===== config.mk =====
export PLATFORM = sky130hd
export DESIGN_NAME = ain_neuron_top
export DESIGN_NICKNAME = d
export VERILOG_FILES = /design/src/rtl/ain_neuron_top.sv
export SDC_FILE = /design/constraint.sdc
export NUM_CORES = 1
export LEC_CHECK = 0
export ABC_CLOCK_PERIOD_IN_PS = 800
export BUFFER_PORTS_ARGS = -buffer_cell sky130_fd_sc_hd__buf_2
export CAP_MARGIN = 0
export CORE_ASPECT_RATIO = 1.2
export CORE_UTILIZATION = 60
export DETAILED_ROUTE_END_ITERATION = 10
export PLACE_DENSITY = 0.82
export RECOVER_POWER = 100
export SLEW_MARGIN = 20
export SYNTH_ARGS = -nofsm -noshare
export SYNTH_HDL_FRONTEND = slang
export SYNTH_SLANG_ARGS = --single-unit

===== constraint.sdc =====
create_clock -name clk -period 0.8 [get_ports clk]
set_input_delay 0.04 -clock clk [delete_from_list [all_inputs] [get_ports clk]]
set_output_delay 0.04 -clock clk [all_outputs]
set_load 0.01 [all_outputs]

===== src/rtl/ain_neuron_top.sv =====
// Two-input neuron: registered ReLU(x1*w1 + x2*w2), saturated to OUT_W signed bits.
// Latency: 1 cycle from inputs to output_val; arithmetic is combinational before the register.
// Backpressure: none; every rising edge with rst high loads a new result.
module ain_neuron_top #(
   parameter int DATA_W = 4,
   parameter int OUT_W  = 5
) (
   input  logic                     clk,
   input  logic                     rst,
   input  logic signed [DATA_W-1:0] x1,
   input  logic signed [DATA_W-1:0] x2,
   input  logic signed [DATA_W-1:0] w1,
   input  logic signed [DATA_W-1:0] w2,
   output logic signed [OUT_W-1:0]  output_val
);

   // Full-precision product width and the guard-bit sum width.
   localparam int PW = 2 * DATA_W;
   localparam int SW = PW + 1;
   // Comparison width wide enough to hold both the sum and the saturation limit
   // with a spare sign bit, so the limit compare is valid for any OUT_W.
   localparam int CW = ((SW > OUT_W) ? SW : OUT_W) + 1;
   localparam logic signed [CW-1:0] W_MAX_C = {{(CW-OUT_W+1){1'b0}}, {(OUT_W-1){1'b1}}};
   localparam logic signed [OUT_W-1:0] W_MAX_O = {1'b0, {(OUT_W-1){1'b1}}};

   logic signed [PW-1:0]    w_prod1;
   logic signed [PW-1:0]    w_prod2;
   logic signed [SW-1:0]    w_sum;
   logic signed [CW-1:0]    w_sum_ext;
   logic signed [OUT_W-1:0] w_act;
   logic signed [OUT_W-1:0] r_out;

   // Operands are sign-extended to product width first so the multiply is
   // exact regardless of expression-sizing rules.
   assign w_prod1 = $signed({{DATA_W{x1[DATA_W-1]}}, x1}) * $signed({{DATA_W{w1[DATA_W-1]}}, w1});
   assign w_prod2 = $signed({{DATA_W{x2[DATA_W-1]}}, x2}) * $signed({{DATA_W{w2[DATA_W-1]}}, w2});

   // One extra bit makes the add overflow-free.
   assign w_sum     = $signed({w_prod1[PW-1], w_prod1}) + $signed({w_prod2[PW-1], w_prod2});
   assign w_sum_ext = $signed({{(CW-SW){w_sum[SW-1]}}, w_sum});

   // ReLU followed by clamp to the largest positive OUT_W value.
   always_comb begin
      w_act = '0;
      if (w_sum_ext <= 0) begin
         w_act = '0;
      end else if (w_sum_ext > W_MAX_C) begin
         w_act = W_MAX_O;
      end else begin
         w_act = w_sum_ext[OUT_W-1:0];
      end
   end

   // Output register; reset clears it immediately, independent of the clock.
   always_ff @(posedge clk or negedge rst) begin
      if (!rst) begin
         r_out <= '0;
      end else begin
         r_out <= w_act;
      end
   end

   assign output_val = r_out;

endmodule


==> summary.txt, run 1 <==
Timing
  – Slew at the pin closest to its max-slew limit: 0.524 ns
  – Final Cycle Share: 504%
  – Max Slew Vio Count: 0
  – Fin worst setup slack: -3.24 ns
  – RSZ-0062 raised after global routing: yes
  – Fin. Hold Viols: 0
  – Min Tclk post-route: 4.04 ns
  – Final setup vio count: 4
  – Fmax achieved: 248 MHz
  – Worst slew margin: 65.0%
  – Total Neg Setup Slack: -12.91 ns

Synth
  – Most frequent cells after synthesis: inv_1 (52), fa_1 (31), ha_1 (23)
  – Syn avg cell area: 9.26 sq um
  – Mapped cell area: 1860 sq um
  – Post-synthesis mux area share: 1.21%
  – Part of the Yosys area used for sequential elements: 6.72%
  – Post-synthesis simple-gate area fraction: 14.9%
  – Seq cells post-synth: 5
  – Cells after synthesis: 201
  – Largest family of logic cells by synthesized area: adder cells
  – Synth top area cells: fa_1 (33%), ha_1 (15%), inv_1 (10%), dfrtp_1 (6.7%), and2_1 (5.7%)
  – Largest area contributor in the netlist: fa_1
  – Top cell type's share of synthesized area: 33.3%
  – Yosys warns: 0
  – Synth Area in Adders: 48.8%
  – Netlist cell types: 39
  – Post-synth ARST share: 100%
  – Synth Area in Compound Gates: 12.4%
  – EDFF count, synth: 0
  – Most common cell in the netlist: inv_1
  – Prevailing post-synth register cell: dfrtp_1
  – Syn nets: 273
  – Post-synthesis xor/xnor area fraction: 4.70%

CTS
  – CTS Root Cell: clkbuf_4
  – H-Tree Depth: 1
  – Clk sinks: 5
  – Max Root-Sink Buffers: 2
  – TritonCTS Buffers: 3
  – CTS tree: built
  – Worst-path clk slew: 0.05 ns

Detailed routing
  – Drt drc: 0
  – Uppermost routed layer: met4
  – Met1 Wirelength: 1.85 mm
  – Post-DR vias/cell: 5.77
  – Drt pass-1 iters: 4
  – Via Count: 1,679
  – Post-detailed-route count of antenna-violating nets: 0
  – WL per Instance: 18.8 um
  – WL met3: 220 um
  – Met2 WL post-DR: 3.04 mm
  – Drt total wl: 5.47 mm
  – 1st-iter DRT viols: 77

Run status
  – Status: complete, but fails checks
  – Violations in the final reports: negative setup slack

Floorplanning
  – Die Span Y: 63.0 um
  – I/O Pins: 23
  – Initial Util: 65.0%
  – Die extent in x: 52.9 um
  – Rows: 21
  – Core region area: 2860 sq um
  – Die Area: 3330 sq um

Critical path
  – Worst Path Buf+Inv: 5
  – CP Class: in -> reg
  – Slowest cell delay on critical path: 0.54 ns
  – Cell chain of the critical path: buf_12, mux2_4, ha_4, inv_4, fa_1, inv_1, fa_1, inv_2, fa_1, inv_2, ha_4, or3_4, a221oi_4, a31oi_2, a2111oi_4, a211oi_1
  – Cell family with most CP delay: adder cells
  – Worst Setup Start Kind: primary input
  – CP max stage cell: fa_1
  – Data required, critical path: 0.90 ns
  – Stages on worst setup path: 16
  – Critical Path End Type: flop
  – Crit-path max FO: 4
  – Worst Path Arrival: 4.14 ns
  – Most used cell, CP: fa_1

Finish
  – Seq. cell area: 125 sq um
  – Nets@finish: 330
  – Area growth from synthesis to layout: 36.5%
  – Final Non-Filler Cells: 291
  – Post-route cell area: 2540 sq um
  – Antenna Cells: 0
  – Share of cells above drive strength 1: 39.7%
  – Max FFs per register: 5
  – Multi-input gate area: 1740 sq um
  – # fillers: 130

Global routing
  – Total global-route track usage: 30.1%
  – Vias in the first global route: 1,756
  – First-pass GRT wire length: 7.31 mm
  – Antenna violations before repair: 0
  – Total gr overflow: 0
  – Largest net degree at the start of global routing: 10

Power
  – Pwr Density: 3960 nW/um^2
  – Worst vdd ir: 3530 uV
  – P_leak: 1.24 nW
  – Final Power: 10.1 mW

Flow run
  – Max cap viols: 0

Placed design
  – Port Buffers: 22
  – Placed cells: 285
  – GPL Wtd Cong: 0.922
  – Dpl ws: -3.30 ns
  – Half-perimeter wire length after placement: 3.82 mm
  – DP Area: 2320 sq um

Min path
  – Hold WC Path Type: in -> async
-- per-stage QoR --
stage	hold WS, ns	utilization (%)
2_1_floorplan	-0.256	-
3_3_place_gp	-0.150	81.1
3_5_place_dp	-0.144	81.1
4_1_cts	0.145	85.8
5_1_grt	0.214	88.7
6_report	0.176	88.7
-- placed cells by master (no fill, tap or decap), drive strengths merged, types with 5 or more instances in the layout --
cell type and instances:
a21oi 6, and2 17, buf 49, clkbuf 7, dfrtp 5, fa 31
ha 23, inv 52, nand2 10, nand2b 5, nor2 5, xnor2 7
-- what timing repair did --
item / CTS / global route
resized for setup: 24 / 20
endpoints found under the hold margin: 5 / 0
setup buffers: 0 / 1
endpoints found under the setup margin: 4 / 7
pin swaps: 9 / 23
hold buffers: 1 / 0
-- area by class of cell --
type / instances / share of cell area [%]
inverter: 52 / 7.78
sequential: 5 / 4.92
timing repair buffer: 53 / 16.1
clock buffer: 4 / 1.03
multi-input combinational: 143 / 68.5
tap: 34 / 1.67
-- per-layer routing --
| metal | global-route usage (%) | up-vias |
|---|---|---|
| li1 | - | 744 |
| met5 | 0 | - |
| met4 | 18.4 | 0 |
| met3 | 5.11 | 34 |
| met1 | 28.1 | 827 |
| met2 | 56.5 | 74 |
-- where the power goes --
| part | total, mW | switching [mW] | internal (mW) |
|---|---|---|---|
| clock network | 0.317 | 0.127 | 0.190 |
| logic | 9.31 | 4.99 | 4.31 |
| registers | 0.432 | 0.0284 | 0.403 |
| total | 10.1 | 5.15 | 4.91 |
-- cell families after synthesis --
| family | Yosys count |
|---|---|
| flip-flops | 5 |
| other | 1 |
| AND/OR/NAND/NOR | 49 |
| adder cells (fa/ha/maj) | 54 |
| buffers and inverters | 53 |
| multiplexers | 2 |
| XOR/XNOR | 10 |
| AO/OA/AOI/OAI | 27 |
-- path summary, 6_finish.rpt --
check / to / start
setup / recovery: output_val[0]$_DFF_PN0_ / x2[3]
max in group asynchronous: output_val[3]$_DFF_PN0_ / rst
hold / removal: output_val[2]$_DFF_PN0_ / rst
min in group clk: output_val[0]$_DFF_PN0_ / w2[3]
No activity file was read; power rests on OpenSTA's default activity.
==> run 2, diff against run 1 <==
--- a/config.mk
+++ b/config.mk
@@ -11,7 +11,7 @@
 export CORE_ASPECT_RATIO = 1.2
 export CORE_UTILIZATION = 60
 export DETAILED_ROUTE_END_ITERATION = 10
-export PLACE_DENSITY = 0.82
+export PLACE_DENSITY = 0.94
 export RECOVER_POWER = 100
 export SLEW_MARGIN = 20
 export SYNTH_ARGS = -nofsm -noshare
==> run 2 against run 1 <==
Critical path type unchanged. The run still ends with negative setup slack left. Flip-flop and latch count did not move. Sequential share of layout area barely moved. Sequential power fell by 1%. Core utilization rose by 0.79 points. Highest routed layer unchanged. First-iteration DRC count fell by 70%. Non-clock buffer count fell by 3.
==> summary.txt, run 2 (same netlist as run 1, synthesis figures left out) <==
Global routing
  – Vias in the first global route: 1,794 (+2.2%)
  – Total global-route track usage: 33.7% (+3.6 points)
  – Largest net degree at the start of global routing: 10 (unchanged)
  – First-pass GRT wire length: 8.02 mm (+9.6%)
  – Antenna violations before repair: 0 (unchanged)
  – Total gr overflow: 0 (unchanged)

Critical path
  – Crit-path max FO: 4 (unchanged)
  – Worst Setup Start Kind: primary input
  – CP max stage cell: fa_1
  – CP Class: in -> reg
  – Most used cell, CP: fa_1
  – Critical Path End Type: flop
  – Worst Path Arrival: 3.94 ns (-0.20 ns)
  – Slowest cell delay on critical path: 0.53 ns (about the same)
  – Data required, critical path: 0.90 ns (about the same)
  – Cell chain of the critical path: buf_2, nand2_2, fa_1, inv_1, fa_1, inv_1, fa_2, fa_1, inv_2, ha_4, a21oi_4, a31oi_1, nand4_1, a2111oi_4, buf_4, a211oi_2

Detailed routing
  – Post-detailed-route count of antenna-violating nets: 0 (unchanged)
  – Met1 Wirelength: 1.79 mm (-3.5%)
  – Drt pass-1 iters: 5 (+1)
  – Post-DR vias/cell: 5.52 (-4.4%)
  – Drt drc: 0 (unchanged)
  – 1st-iter DRT viols: 23 (-70%)
  – Via Count: 1,589 (-5.4%)
  – WL met3: 158 um (-28%)
  – Drt total wl: 5.07 mm (-7.3%)
  – WL per Instance: 17.6 um (-6.3%)
  – Met2 WL post-DR: 2.89 mm (-5.1%)
  – Uppermost routed layer: met4

Placed design
  – Port Buffers: 22 (unchanged)
  – DP Area: 2290 sq um (-1.3%)
  – Half-perimeter wire length after placement: 3.76 mm (-1.7%)
  – GPL Wtd Cong: 0.878 (-4.7%)

Finish
  – Most common library cell in the layout ignoring fill and taps: inv_1
  – Post-route cell area: 2560 sq um (+0.89%)
  – # fillers: 129 (-0.77%)
  – Nets@finish: 327 (-0.91%)
  – Share of cells above drive strength 1: 42.1% (+2.4 points)
  – Most frequent cells in the layout: inv_1 (40), buf_4 (28), fa_1 (26)
  – Antenna Cells: 0 (unchanged)
  – Area growth from synthesis to layout: 37.7%
  – Max FFs per register: 5 (unchanged)

CTS
  – Max Root-Sink Buffers: 2 (unchanged)
  – CTS Root Cell: clkbuf_4
  – Clk sinks: 5 (unchanged)
  – Worst-path clk slew: 0.05 ns (about the same)
  – H-Tree Depth: 1 (unchanged)
  – TritonCTS Buffers: 3 (unchanged)
  – CTS tree: built

Power
  – P_leak: 1.24 nW (about the same)
  – Worst vdd ir: 3160 uV (-10%)
  – Pwr Density: 3930 nW/um^2 (-0.72%)

Floorplanning
  – Die extent in x: 52.9 um (unchanged)
  – I/O Pins: 23 (unchanged)
  – Rows: 21 (unchanged)
  – Die Area: 3330 sq um (unchanged)
  – Die Span Y: 63.0 um (unchanged)
  – Core region area: 2860 sq um (unchanged)
  – Initial Util: 65.0% (unchanged)

Timing
  – Min Tclk post-route: 3.84 ns (-0.198 ns)
  – Final setup vio count: 4 (unchanged)
  – Min Hold Slack: 0.186 ns (+0.00985 ns)
  – RSZ-0062 raised after global routing: yes
  – Final Cycle Share: 480% (-25 points)
  – Fin. Hold Viols: 0 (unchanged)
  – Fin worst setup slack: -3.04 ns (+0.198 ns)
  – Fmax achieved: 261 MHz (+5.2%)
  – Max Slew Vio Count: 0 (unchanged)

Run status
  – Status: complete, but fails checks
  – Violations in the final reports: negative setup slack

Min path
  – Hold WC Path Type: in -> async

Flow run
  – Max cap viols: 0 (unchanged)
-- run 2: changes by cell type in the layout (fill, tap and decap cells not counted), moves of 2 or more --
cell / change
buf_6: -3
o21ai_1: +2
nor2b_1: -2
buf_8: +2
nor2b_4: +2
o21ai_0: -2
buf_4: -2
fa_1: -2
fa_2: +2
-- run 2: what timing repair did --
item                                    4_1_cts  5_1_grt
endpoints found under the hold margin         5        0
endpoints found under the setup margin        4        4
setup buffers                                 1        1
gates resized for setup                      41       14
hold buffers                                  1        0
cloned                                        0        0
pin swaps                                    28       13
-- run 2: layer usage --
metal  GRT usage [%]  vias to the layer above
li1                -                      741
met5               0                        -
met3            2.68                       20
met2            65.5                       47
met1            34.3                      781
met4            14.1                        0
-- run 2: power breakdown --
part | internal, mW | switching [mW]
clock network | 0.189 | 0.107
registers | 0.403 | 0.0231
logic | 4.50 | 4.85
-- run 2: worst max-delay path, delay by kind of cell --
family	cells	cell delay, ns
AND/OR/NAND/NOR	2	0.31
buffers and inverters	5	0.50
AO/OA/AOI/OAI	4	0.80
adder cells (fa/ha/maj)	5	2.28
-- run 2: layout make-up --
class,count,area (sq um),share of cell area [%]
inverter,52,195,7.61
multi-input combinational,143,1800,70.2
sequential,5,125,4.88
clock buffer,4,26.3,1.02
timing repair buffer,50,374,14.6
tap,34,42.5,1.66
-- run 2: worst paths after layout --
check | from | to | slack [ns] | cells after the start
max | x2[2] | output_val[2]$_DFF_PN0_ | -3.04 | 16
min | rst | output_val[2]$_DFF_PN0_ | 0.19 | 2
max in group asynchronous | rst | output_val[4]$_DFF_PN0_ | 0.41 | 2
min in group clk | w2[3] | output_val[0]$_DFF_PN0_ | 0.38 | 4
-- run 2: metrics by stage --
step	std cells	power, mW	setup TNS, ns	util [%]	setup slack, ns
after floorplan	201	5.91	-11.69	-	-2.92
after global placement	281	7.56	-12.66	80.0	-3.17
after detailed placement	281	7.89	-13.17	80.0	-3.29
after CTS	287	8.98	-11.49	87.1	-2.88
after global routing	288	10.9	-13.03	89.5	-3.27
final	288	10.1	-12.11	89.5	-3.04
